==> src/rtl/pwm_multi_ch.sv <==
// -----------------------------------------------------------------------------
// pwm_multi_ch
//
// Multi-channel PWM generator. A single shared period counter feeds NUM_CH
// compare channels. The period, the alignment mode and the per-channel duties
// are written into a shadow set by load_req. They move into the active set
// only at a period boundary, or while the block is disabled, so the outputs
// never see a partially updated configuration.
//
// Parameters
//   WIDTH        counter / period / duty resolution in bits
//   NUM_CH       number of PWM channels (>= 1)
//
// Ports
//   clk          system clock
//   rst_n        asynchronous active-low reset
//   enable       run the counter; low holds the counter idle at 0
//   mode_in      0 = edge-aligned, 1 = centre-aligned (shadowed)
//   period_in    period P (shadowed)
//   duty_in      channel i duty at [i*WIDTH +: WIDTH] (shadowed)
//   polarity_in  per-channel output inversion (shadowed; PWM_POLARITY_EN only)
//   load_req     single-cycle pulse that captures the inputs into the shadow
//   pwm_out      registered PWM outputs
//   period_end   single-cycle pulse on the first cycle of each new period
//   load_ack     single-cycle pulse when the shadow moves into the active set
//
// Build option
//   PWM_POLARITY_EN  adds polarity_in, so pwm_out[i] = (enable & raw[i]) ^ pol[i]
// -----------------------------------------------------------------------------
module pwm_multi_ch #(
    parameter int WIDTH  = 8,
    parameter int NUM_CH = 4
) (
    input  logic                      clk,
    input  logic                      rst_n,
    input  logic                      enable,
    input  logic                      mode_in,
    input  logic [WIDTH-1:0]          period_in,
    input  logic [NUM_CH*WIDTH-1:0]   duty_in,
`ifdef PWM_POLARITY_EN
    input  logic [NUM_CH-1:0]         polarity_in,
`endif
    input  logic                      load_req,
    output logic [NUM_CH-1:0]         pwm_out,
    output logic                      period_end,
    output logic                      load_ack
);

    localparam logic [WIDTH-1:0] ONE  = WIDTH'(1);
    localparam logic [WIDTH-1:0] ZERO = '0;

    // Active and shadow configuration.
    logic                      mode_act_reg,   mode_shd_reg;
    logic [WIDTH-1:0]          period_act_reg, period_shd_reg;
    logic [NUM_CH*WIDTH-1:0]   duty_act_reg,   duty_shd_reg;
    logic [NUM_CH-1:0]         pol_act;
    logic                      pending_reg;

    // Shared counter; dir_down_reg is only ever set in centre mode.
    logic [WIDTH-1:0]          cnt_reg,      cnt_next;
    logic                      dir_down_reg, dir_down_next;

    logic                      p_zero;
    logic                      at_top;
    logic                      terminal;
    logic                      transfer;
    logic [NUM_CH-1:0]         raw;

    assign p_zero = (period_act_reg == ZERO);
    assign at_top = (cnt_reg == (period_act_reg - ONE));

    // The last cycle of a period: the top in edge mode, the second cycle at
    // zero (on the way down) in centre mode. A zero period has no boundaries.
    assign terminal = !p_zero &&
                      (mode_act_reg ? (dir_down_reg && (cnt_reg == ZERO)) : at_top);

    // A zero active period leaves the counter idle, so a pending load is taken
    // on the next edge rather than waiting for a boundary that never comes.
    assign transfer = pending_reg && (!enable || terminal || p_zero);

    always_comb begin
        cnt_next      = cnt_reg;
        dir_down_next = dir_down_reg;
        if (!enable || transfer || p_zero) begin
            cnt_next      = ZERO;
            dir_down_next = 1'b0;
        end else if (!mode_act_reg) begin
            cnt_next      = at_top ? ZERO : (cnt_reg + ONE);
            dir_down_next = 1'b0;
        end else if (!dir_down_reg) begin
            // Top of a centre-aligned ramp is held for one extra cycle while
            // the direction flips.
            if (at_top) begin
                dir_down_next = 1'b1;
            end else begin
                cnt_next = cnt_reg + ONE;
            end
        end else begin
            // Likewise at zero: this is the terminal cycle, next is 0/up.
            if (cnt_reg == ZERO) begin
                dir_down_next = 1'b0;
            end else begin
                cnt_next = cnt_reg - ONE;
            end
        end
    end

    genvar gi;
    generate
        for (gi = 0; gi < NUM_CH; gi++) begin : g_cmp
            assign raw[gi] = !p_zero && (cnt_reg < duty_act_reg[gi*WIDTH +: WIDTH]);
        end
    endgenerate

    // Counter, outputs and pulses.
    always_ff @(posedge clk or negedge rst_n) begin
        if (!rst_n) begin
            cnt_reg      <= ZERO;
            dir_down_reg <= 1'b0;
            pwm_out      <= '0;
            period_end   <= 1'b0;
            load_ack     <= 1'b0;
        end else begin
            cnt_reg      <= cnt_next;
            dir_down_reg <= dir_down_next;
            pwm_out      <= ({NUM_CH{enable}} & raw) ^ pol_act;
            period_end   <= enable && terminal;
            load_ack     <= transfer;
        end
    end

    // Shadow / active configuration. A load_req on a transfer edge writes the
    // shadow while the transfer takes the old shadow, and it stays pending.
    always_ff @(posedge clk or negedge rst_n) begin
        if (!rst_n) begin
            mode_shd_reg   <= 1'b0;
            period_shd_reg <= ZERO;
            duty_shd_reg   <= '0;
            mode_act_reg   <= 1'b0;
            period_act_reg <= ZERO;
            duty_act_reg   <= '0;
            pending_reg    <= 1'b0;
        end else begin
            if (load_req) begin
                mode_shd_reg   <= mode_in;
                period_shd_reg <= period_in;
                duty_shd_reg   <= duty_in;
            end
            if (transfer) begin
                mode_act_reg   <= mode_shd_reg;
                period_act_reg <= period_shd_reg;
                duty_act_reg   <= duty_shd_reg;
            end
            pending_reg <= load_req || (pending_reg && !transfer);
        end
    end

`ifdef PWM_POLARITY_EN
    logic [NUM_CH-1:0] pol_shd_reg;
    logic [NUM_CH-1:0] pol_act_reg;

    always_ff @(posedge clk or negedge rst_n) begin
        if (!rst_n) begin
            pol_shd_reg <= '0;
            pol_act_reg <= '0;
        end else begin
            if (load_req) begin
                pol_shd_reg <= polarity_in;
            end
            if (transfer) begin
                pol_act_reg <= pol_shd_reg;
            end
        end
    end

    assign pol_act = pol_act_reg;
`else
    assign pol_act = '0;
`endif

endmodule

==> config.mk <==
export PLATFORM = sky130hd
export DESIGN_NAME = pwm_multi_ch
export DESIGN_NICKNAME = d
export VERILOG_FILES = /design/src/rtl/pwm_multi_ch.sv
export SDC_FILE = /design/constraint.sdc
export NUM_CORES = 1
export LEC_CHECK = 0
export ABC_AREA = 0
export CORE_MARGIN = 10
export CORE_UTILIZATION = 55
export DETAILED_ROUTE_END_ITERATION = 10
export PLACE_DENSITY = 0.77
export SLEW_MARGIN = 25
export SYNTH_ARGS = -nofsm -noshare
export SYNTH_HDL_FRONTEND = slang
export SYNTH_SLANG_ARGS = --single-unit
==> constraint.sdc <==
create_clock -name clk -period 3.8 [get_ports clk]
set_input_delay 0.57 -clock clk [delete_from_list [all_inputs] [get_ports clk]]
set_output_delay 0.57 -clock clk [all_outputs]
set_load 0.005 [all_outputs]
# Word-level counts from Yosys, hierarchy flattened
# Index checks and enable logic that the tools add are counted.
[word_totals]
elab_cells = 55
ff_bits = 98
out_inout_bits = 6
inputBits = 45
[classes]
n_lt_le_gt_ge = 4
addsub = 3
n_bitwise = 1
eq_ne = 3
muxes = 12
n_reduce_logical = 20
[op_table]
columns = ["operator", "n"]
rows = [
  ["$mux 8", 6],
  ["$lt 8x8->1", 4],
  ["$logic_not 8->1", 2],
  ["$sub 8x1->8 const B", 2],
  ["$logic_and 1x1->1", 9],
  ["$add 8x1->8 const B", 1],
  ["$eq 8x8->1", 1],
  ["$mux 1", 6],
  ["$logic_or 1x1->1", 5],
  ["$and 4x4->4", 1],
  ["$ne 4x3->1 const B", 1],
  ["$ne 4x4->1 const B", 1],
  ["$logic_not 1->1", 3],
  ["$reduce_and 2->1", 1],
]

# Depth between registers and ports, before layout
# Gate-level depths: netlist of run 1.
[logic_depth]
ltp_word = 11
ltp_mapped = 11
ltp_nobuf = 10

# Least setup slack after synthesis of run 1
# OpenSTA, ideal clock, no wires.
[synth_path]
kind = "register -> register"
startpoint = "reg period_act_reg[0]"
endpoint = "reg duty_act_reg[0]"
path_buffers = 1
period_less_slack_ps = 2619
path_stages_with_launch = 11
setup_ps = 125
path_slack_ps = 1181
arrival_time_ps = 2494
t_required_ps = 3675
cell_sequence = "dfrtp_1 inv_1 ha_1 xor2_1 o31a_1 or4_4 nor2_4 a211o_4 nand2_8 buf_12 mux2_4"
[synth_via]
elab_chain_len = 7
word_cells_on_any_way = 9
classes_between = "add/sub (1); eq/ne (1); mux (1); reduce/logical (6)"
[synth_rtl]
columns = ["item", "line", "source"]
rows = [
  ["start: declaration", "54", "logic [WIDTH-1:0] period_act_reg, period_shd_reg;"],
  ["start signal: assignment", "151", "period_act_reg <= period_shd_reg;"],
  ["$sub 8x1->8", "70", "assign at_top = (cnt_reg == (period_act_reg - ONE));"],
  ["$eq 8x8->1", "70", ""],
  ["$mux 1", "75", "(mode_act_reg ? (dir_down_reg && (cnt_reg == ZERO)) : at_top);"],
  ["$logic_and 1x1->1", "74", "assign terminal = !p_zero &&"],
  ["$logic_or 1x1->1", "79", "assign transfer = pending_reg && (!enable || terminal || p_zero);"],
  ["$logic_or 1x1->1 *", "79", ""],
  ["$logic_and 1x1->1 *", "79", ""],
  ["end signal: assignment", "152", "duty_act_reg <= duty_shd_reg;"],
  ["end: declaration", "55", "logic [NUM_CH*WIDTH-1:0] duty_act_reg, duty_shd_reg;"],
]
# Every way passes the cells marked *; elsewhere a longest branch is shown, timed or not.
# A chain may end at the register's enable or synchronous reset.

# Worst setup path in the final report of run 1
# Ends and elaborated chain as after synthesis.

==> results of run 1 <==
cell usage in the layout (no fill, tap or decap), types with 2 or more instances in the layout:
cell type        Yosys  layout
a2111oi_0            4       4
a21o_1              17      17
a21oi_1             13      13
buf_4                0       3
bufinv_16            0       2
clkbuf_8             1      10
clkdlybuf4s50_1      0      48
dfrtp_1             98      98
ha_1                33      33
inv_1               34      34
mux2_2              43      43
mux2_4              39      39
mux2i_1              2       2
nand2_1             15      15
nand2b_1             4       4
nand3_1              7       7
nand4b_1             3       3
nor2_1              21      21
nor3_1               9       9
nor3b_1              2       2
nor4_1               4       4
o21ai_0              9       9
o31ai_1              2       2
or3_1                2       2
xnor2_1              9       9
xor2_1               7       7
power by group through the flow:
stage / Combinational (mW) / Sequential, mW / Clock [mW]
after detailed placement: 0.755 / 1.38 / 0
after global placement: 0.721 / 1.37 / 0
after global routing: 0.858 / 1.38 / 0.807
after floorplan: 0.612 / 1.31 / 0
after CTS: 0.771 / 1.35 / 0.757
final: 0.763 / 1.35 / 0.741
path summary, 6_finish.rpt:
| kind | to | slack, ps |
|---|---|---|
| min reg2reg | duty_act_reg[7] | 510 |
| max | duty_act_reg[0] | 790 |
| min | duty_shd_reg[3] | 310 |
| max reg2reg | duty_act_reg[0] | 790 |
| max in group asynchronous | cnt_reg[3] | 2580 |
| min in group clk | duty_act_reg[7] | 510 |
stage by stage:
step / cell area (µm²) / cells / hold slack [ps] / setup slack (ps)
after detailed placement: 5690 / 562 / 493 / 835
after floorplan: 5190 / 416 / 274 / 1180
after global routing: 5910 / 577 / 377 / 656
after global placement: 5690 / 562 / 490 / 958
after CTS: 5910 / 577 / 338 / 799
final: 5910 / 577 / 315 / 789
kinds of logic (layout without fill, tap and decap cells):
group,count (synthesis),count (layout)
AO/OA/AOI/OAI,56,56
XOR/XNOR,16,16
adder cells (fa/ha/maj),33,33
buffers and inverters,51,101
flip-flops,98,98
multiplexers,84,84
AND/OR/NAND/NOR,78,78
area by class of cell:
| cell class | count | area, µm² |
|---|---|---|
| Clock buffer | 11 | 141 |
| Inverter | 34 | 128 |
| Sequential cell | 98 | 2450 |
| Fill cell | 707 | 3290 |
| Multi-Input combinational cell | 267 | 2460 |
| Clock inverter | 4 | 76.3 |
| Timing Repair Buffer | 52 | 508 |
| Tap cell | 111 | 139 |
critical path: stages, from the launching register on:
cell and delay, ps:
dfrtp_1 430, inv_1 100, ha_1 260, xor2_1 190
o31a_1 340, or4_4 560, nor2_4 160, a211o_4 160
nand2_8 250, mux2_4 400
routing by layer:
metal	vias up	global-route usage [%]	part of all wire, %
li1	1545	-	-
met1	1628	19.8	44
met2	70	27.8	51
met3	13	3.21	3.7
met4	0	5.27	1.2
met5	-	0	0
==> flow_metrics.env, run 1 <==
export IMPL_outcome="complete, no violations"
export IMPL_cts_tree="yes"
export IMPL_synth_edf_count=0
export IMPL_synthSimpleGateAreaFrac_pct=8.10
export IMPL_post_route_util_pct=64.2
export IMPL_overflow=0
export IMPL_post_route_period_util_pct=79.2
export IMPL_tns_ps=0
export IMPL_via_count=3256
export IMPL_cts_resized=0
export IMPL_ys_ff_latch=98
export IMPL_clock_path_buffers=2
export IMPL_synth_most_common_cell="dfrtp_1"
export IMPL_antenna_diode_count=0
export IMPL_drv_cap=0
export IMPL_internal_power_mw=2.02
export IMPL_die_area_um2=13700
export IMPL_initial_core_util_pct=56.5
export IMPL_io_buffers=50
export IMPL_core_area_um2=9200
export IMPL_syn_avg_cell_area_um2=12.5
export IMPL_die_w_um=117
export IMPL_syn_area_um2=5190
export IMPL_nNetsFinal=540
export IMPL_drtIter0Drc=97
export IMPL_grt_pass1_wl_um=17500
export IMPL_max_freq_ghz=0.332
export IMPL_ctsRootBufferMaster="clkbuf_8"
export IMPL_drc=0
export IMPL_netlist_area_leader_share_pct=47.2
export IMPL_setup_viol=0
export IMPL_rows=35
export IMPL_grtUsageTotal_pct=16.1
export IMPL_power_mw=2.86
export IMPL_synth_area_leaders="dfrtp_1 47%, mux2_4 11%, mux2_2 9.3%, ha_1 8.0%, a21o_1 2.5%"
export IMPL_hp_class="in2async"
export IMPL_combPwrFrac_pct=26.7
export IMPL_relSlewSlack_pct=37.5
export IMPL_yosysWarnings=0
export IMPL_clk_latency_ps=360
export IMPL_ant_nets=0
export IMPL_worst_ir_drop_vdd_mv=0.259
export IMPL_synthAdderAreaFrac_pct=7.95
export IMPL_crit_start="period_act_reg[0]"
export IMPL_critPathRequiredTime_ps=4040
export IMPL_synthMuxAreaShare_pct=21.0
export IMPL_synth_top_family_by_area="multiplexers"
export IMPL_yosysSeqAreaShare_pct=47.2
export IMPL_async_flop_share_pct=100
export IMPL_worst_r2r_path_depth=9
export IMPL_viasPerCell=5.64
export IMPL_seq_power_share_pct=47.4
export IMPL_dp_hpwl_um=7050
export IMPL_gp_congestion=0.870
export IMPL_power_density_nw_per_um2=484
export IMPL_slew_violations=0
export IMPL_area_growth_pct=13.8
export IMPL_synth_xor_xnor_area_share_pct=2.70
export IMPL_clkTransAtPathRegs_ps=100
export IMPL_hold_buffers=0
export IMPL_rsz0062_at_grt="no"
export IMPL_crit_arrival_ps=3250
export IMPL_synthTopCellsByCount="98 x dfrtp_1, 43 x mux2_2, 39 x mux2_4"
export IMPL_skew_ps=16.6
export IMPL_hold_viol_final=0
export IMPL_endpoint_kind="flop"
export IMPL_worstSetupStartpointType="flop"
export IMPL_synthCells=416
export IMPL_yosysTopAreaCell="dfrtp_1"
export IMPL_syn_nets=494
export IMPL_grt_max_degree=71
export IMPL_min_period_ps=3010
export IMPL_power_switching_mw=0.836
export IMPL_regToRegStartpoint="period_act_reg[0]"
export IMPL_critPathKind="reg2reg"
export IMPL_crit_fanout=42
export IMPL_clock_sinks=98
export IMPL_swShare_pct=29.2
export IMPL_routedWlPerCell_um=17.4
export IMPL_antenna_found_initial=0
export IMPL_grt_pass1_vias=3597
export IMPL_ioPinCount=51
export IMPL_synth_compound_area_share_pct=7.69
export IMPL_ys_flop_type="dfrtp_1"
export IMPL_drive_above_1_share_pct=23.4
export IMPL_numCtsBuffers=9
export IMPL_drtPass1Iterations=4
export IMPL_leakage_nw=2.87
export IMPL_synth_cell_type_count=49
export IMPL_totalWireLength_um=10100
export IMPL_htree_levels=3
export IMPL_dieHeight_um=117
export IMPL_worst_pin_slew_ps=938
export IMPL_pwr_share_clk_pct=25.9
export IMPL_cts_setup_buffers=0
Power figures use the tool's default switching activity.
==> run 2: changes to the inputs <==
CORE_UTILIZATION = 52   (was 55)
clock period = 2.5 ns   (was 3.8 ns; I/O delays follow)
==> flow_metrics.env, run 2 (synthesis gave the netlist of run 1 again) <==
export IMPL_outcome="finished with violations"
export IMPL_violations="setup timing"
export IMPL_rows=36
export IMPL_die_area_um2=14400
export IMPL_final_common_cell="dfrtp_1"
export IMPL_power_mw=4.94
export IMPL_crit_chain="buf_4 > buf_4 > buf_4 > xnor2_1 > nor2_1 > nand2_1 > or4_4 > nor2_4 > a211o_4 > nand2_8 > buf_12 > mux2_4"
export IMPL_critPathMostFrequentCell="buf_4"
export IMPL_initial_core_util_pct=53.4
export IMPL_area_growth_pct=26.0
export IMPL_ant_nets=0
export IMPL_via_count=3512
export IMPL_drtIter0Drc=206
export IMPL_viasPerCell=5.41
export IMPL_skew_ps=12.3
export IMPL_crit_arrival_ps=2930
export IMPL_mostFrequentLayoutCells="97 x dfrtp_1, 48 x clkdlybuf4s50_1, 44 x buf_4"
export IMPL_clock_sinks=98
export IMPL_swShare_pct=28.0
export IMPL_hp_class="in2async"
export IMPL_antenna_diode_count=0
export IMPL_nNetsFinal=589
export IMPL_finalNonFillerCells=649
export IMPL_path_buf_inv=4
export IMPL_io_buffers=50
export IMPL_dieHeight_um=120
export IMPL_antenna_found_initial=0
export IMPL_rsz0062_at_grt="yes"
export IMPL_clk_latency_ps=380
export IMPL_ioPinCount=51
export IMPL_power_switching_mw=1.38
export IMPL_pwr_share_clk_pct=29.2
export IMPL_core_area_um2=9730
export IMPL_grt_pass1_wl_um=18600
export IMPL_seq_power_share_pct=40.9
export IMPL_endpoint_kind="flop"
export IMPL_max_freq_ghz=0.375
export IMPL_critPathKind="reg2reg"
export IMPL_crit_slowest_cell="or4_4"
export IMPL_drv_cap=0
export IMPL_grt_pass1_vias=3814
export IMPL_dp_cells=621
export IMPL_clkTransAtPathRegs_ps=100
export IMPL_setup_viol=46
export IMPL_routedWlPerCell_um=17.3
export IMPL_gp_congestion=0.927
export IMPL_worst_pin_slew_ps=724
export IMPL_worst_ir_drop_vdd_mv=0.363
export IMPL_clock_path_buffers=2
export IMPL_slew_violations=0
export IMPL_numCtsBuffers=9
export IMPL_min_period_ps=2670
export IMPL_htree_levels=3
export IMPL_internal_power_mw=3.55
export IMPL_drive_above_1_share_pct=33.1
export IMPL_ctsRootBufferMaster="clkbuf_8"
export IMPL_drtPass1Iterations=4
export IMPL_grt_max_degree=59
export IMPL_power_density_nw_per_um2=754
export IMPL_crit_fanout=12
export IMPL_drc=0
export IMPL_worstSetupStartpointType="flop"
export IMPL_die_w_um=120
export IMPL_path_delay_family="simple AND/OR/NAND/NOR gates"
export IMPL_leakage_nw=3.21
export IMPL_critPathRequiredTime_ps=2760
export IMPL_relSlewSlack_pct=51.7
export IMPL_dp_hpwl_um=8010
export IMPL_grtUsageTotal_pct=15.9
export IMPL_hold_viol_final=0
export IMPL_post_route_period_util_pct=107
export IMPL_overflow=0
export IMPL_combPwrFrac_pct=29.9
export IMPL_cts_tree="yes"
export IMPL_fin_ws_ps=-168
export IMPL_totalWireLength_um=11200
export IMPL_slowest_delay_ps=450
[run 2: final timing paths]
check | startpoint | end | depth (start not counted) | slack [ps]
max | period_act_reg[0] | duty_act_reg[17] | 12 | -170
max reg2reg | period_act_reg[0] | duty_act_reg[17] | 12 | -170
max in group asynchronous | rst_n | duty_act_reg[1] | 2 | 1730
min reg2reg | duty_shd_reg[13] | duty_act_reg[13] | 1 | 510
min | rst_n | duty_shd_reg[4] | 1 | 50
min in group clk | duty_shd_reg[13] | duty_act_reg[13] | 1 | 510
[run 2: worst register-to-register path: cells and delay by family, from the launching register on]
kind | cells | cell delay, ps
xor gates and xnor gates | 1 | 110
muxes | 1 | 300
and+or+nand+nor | 5 | 960
DFF | 1 | 440
buffers and inverters | 4 | 590
AOI/OAI and AO/OA | 1 | 150
[run 2: metrics by stage]
| step | setup TNS, ps | hold slack, ps | area, µm² | worst slack (ps) | util, % |
|---|---|---|---|---|---|
| after global routing | -11310 | 95.3 | 6540 | -270 | 67.3 |
| after floorplan | -2980 | 79.4 | 5200 | -76.9 | - |
| after global placement | -1640 | 465 | 6050 | -90.5 | 62.2 |
| final | -6430 | 52.5 | 6540 | -168 | 67.3 |
| after CTS | -2340 | 70.3 | 6450 | -76.6 | 66.3 |
| after detailed placement | -5030 | 482 | 6050 | -150 | 62.2 |
[run 2: power by group through the flow]
stage,Clock [mW],Sequential [mW],Combinational [mW]
2_1_floorplan,0,1.99,0.936
3_3_place_gp,0,2.03,1.29
3_5_place_dp,0,2.04,1.36
4_1_cts,1.46,2.02,1.43
5_1_grt,1.53,2.05,1.62
6_report,1.44,2.02,1.48
[run 2: layout make-up]
type	instances	area [µm²]
Clock buffer	9	124
Sequential cell	98	2450
Timing Repair Buffer	101	971
Fill cell	703	3190
Clock inverter	7	164
Tap cell	133	166
Inverter	34	128
Multi-Input combinational cell	267	2540
[run 2: repair_timing]
item / CTS / global route
endpoints found under the setup margin: 49 / 50
hold buffers: 0 / 0
hold endpoints to repair: 0 / 0
gates cloned: 1 / 2
pin swaps: 6 / 6
buffers inserted: 5 / 4
gates resized for setup: 15 / 6
[run 2: layer usage]
metal | vias to the layer above | global-route usage (%) | share of wire [%] | wire [µm]
met4 | 0 | 5.73 | 2.0 | 224
li1 | 1645 | - | - | -
met1 | 1761 | 18.9 | 42 | 4750
met2 | 88 | 27.5 | 52 | 5790
met3 | 18 | 3.98 | 4.2 | 471
met5 | - | 0 | 0 | 0
==> run 3: changes to the inputs <==
CORE_MARGIN = default   (was 10)
CORE_UTILIZATION = 55   (was 52)
clock period = 3.2 ns   (was 2.5 ns; I/O delays follow)
==> flow_metrics.env, run 3 (synthesis gave the netlist of run 1 again) <==
export IMPL_outcome="complete, no violations"
export IMPL_clock_sinks=98
export IMPL_clkTransAtPathRegs_ps=100
export IMPL_worst_r2r_path_depth=9
export IMPL_hp_class="in2async"
export IMPL_ant_nets=0
export IMPL_relSlewSlack_pct=38.9
export IMPL_grtUsageTotal_pct=21.5
export IMPL_viasPerCell=5.66
export IMPL_swShare_pct=28.8
export IMPL_post_route_period_util_pct=92.4
export IMPL_gp_congestion=0.892
export IMPL_htree_levels=3
export IMPL_rsz0062_at_grt="no"
export IMPL_endpoint_kind="flop"
export IMPL_rrSetupSlack_ps=240
export IMPL_via_count=3311
export IMPL_power_switching_mw=1.00
export IMPL_seq_power_share_pct=45.7
export IMPL_fin_ws_ps=243
export IMPL_max_freq_ghz=0.338
export IMPL_cts_resized=0
export IMPL_dp_slack_ps=261
export IMPL_area_growth_pct=15.3
export IMPL_cts_tree="yes"
export IMPL_drc=0
export IMPL_power_density_nw_per_um2=581
export IMPL_drtPass1Iterations=5
export IMPL_antenna_found_initial=0
export IMPL_crit_fanout=42
export IMPL_overflow=0
export IMPL_die_w_um=99.2
export IMPL_cts_setup_buffers=0
export IMPL_dp_hpwl_um=6760
export IMPL_grt_max_degree=43
export IMPL_clock_path_buffers=2
export IMPL_worst_pin_slew_ps=916
export IMPL_regToRegStartpoint="period_act_reg[0]"
export IMPL_r2r_end="duty_act_reg[8]"
export IMPL_leakage_nw=2.93
export IMPL_numCtsBuffers=9
export IMPL_mostFrequentLayoutCells="98 x dfrtp_1, 48 x clkdlybuf4s50_1, 43 x mux2_2"
export IMPL_worst_ir_drop_vdd_mv=0.283
export IMPL_hold_buffers=0
export IMPL_ioPinCount=51
export IMPL_initial_core_util_pct=56.5
export IMPL_clk_latency_ps=360
export IMPL_routedWlPerCell_um=16.2
export IMPL_final_common_cell="dfrtp_1"
export IMPL_totalWireLength_um=9500
export IMPL_finalNonFillerCells=585
export IMPL_dieHeight_um=99.2
export IMPL_hold_viol_final=0
export IMPL_nNetsFinal=547
export IMPL_combPwrFrac_pct=26.4
export IMPL_io_buffers=50
export IMPL_power_mw=3.48
export IMPL_drv_cap=0
export IMPL_fillers=702
export IMPL_die_area_um2=9830
export IMPL_drive_above_1_share_pct=24.9
export IMPL_crit_arrival_ps=3190
export IMPL_critPathKind="reg2reg"
export IMPL_grt_pass1_wl_um=16400
export IMPL_grt_pass1_vias=3355
export IMPL_core_area_um2=9200
export IMPL_critPathRequiredTime_ps=3440
export IMPL_dp_cells=569
export IMPL_slew_violations=0
export IMPL_holdWs_ps=72.5
export IMPL_drtIter0Drc=197
export IMPL_skew_ps=16.9
export IMPL_setup_viol=0
export IMPL_tns_ps=0
export IMPL_antenna_diode_count=0
export IMPL_min_period_ps=2960
export IMPL_internal_power_mw=2.48
export IMPL_ctsRootBufferMaster="clkbuf_8"
export IMPL_rows=35
export IMPL_worstSetupStartpointType="flop"
export IMPL_pwr_share_clk_pct=27.9
## run 3: cell count changes in the layout (fill, tap and decap cells not counted), sizes merged
cell	previous run	this run
buf	52	11
bufinv	5	3
inv	35	37
clkbuf	10	9
## run 3: cell type report
type / count / area (µm²) / share of cell area (%)
Clock buffer: 9 / 124 / 2.07
Clock inverter: 7 / 121 / 2.03
Inverter: 34 / 128 / 2.13
Multi-Input combinational cell: 267 / 2460 / 41.1
Sequential cell: 98 / 2450 / 41.0
Tap cell: 111 / 139 / 2.32
Timing Repair Buffer: 59 / 561 / 9.36
## run 3: power by group through the flow
stage | Combinational [mW] | Sequential (mW) | Clock (mW)
floorplan | 0.727 | 1.56 | 0
global placement | 0.883 | 1.60 | 0
detailed placement | 0.922 | 1.61 | 0
CTS | 0.928 | 1.59 | 0.990
global route | 1.03 | 1.62 | 1.04
finish | 0.919 | 1.59 | 0.970
## run 3: critical path, cell delays in order, from the launching register on
cell and delay, ps:
dfrtp_1 430, inv_1 80, ha_1 260, xor2_1 190, o31a_1 320, or4_4 560, nor2_4 150, a211o_4 150
nand2_8 270, mux2_4 390
## run 3: worst max-delay path by stage
stage / from / end / slack, ps
floorplan: period_act_reg[0] / duty_act_reg[0] / 580
global placement: period_act_reg[0] / duty_act_reg[23] / 360
detailed placement: period_act_reg[0] / duty_act_reg[28] / 260
CTS: period_act_reg[0] / duty_act_reg[4] / 240
global route: period_act_reg[0] / duty_act_reg[4] / 110
finish: period_act_reg[0] / duty_act_reg[8] / 240
## run 3: through the flow
step	util, %	area (µm²)
2_1_floorplan	-	5190
3_3_place_gp	62.4	5740
3_5_place_dp	62.4	5740
4_1_cts	65.1	5990
5_1_grt	65.1	5990
6_report	65.1	5990
## run 3: routing by layer
layer	GRT usage [%]	routed length, µm	up-vias
li1	-	-	1560
met1	29.1	4260	1658
met2	34.4	4690	79
met3	4.22	411	14
met4	8.37	144	0
met5	0	0	-
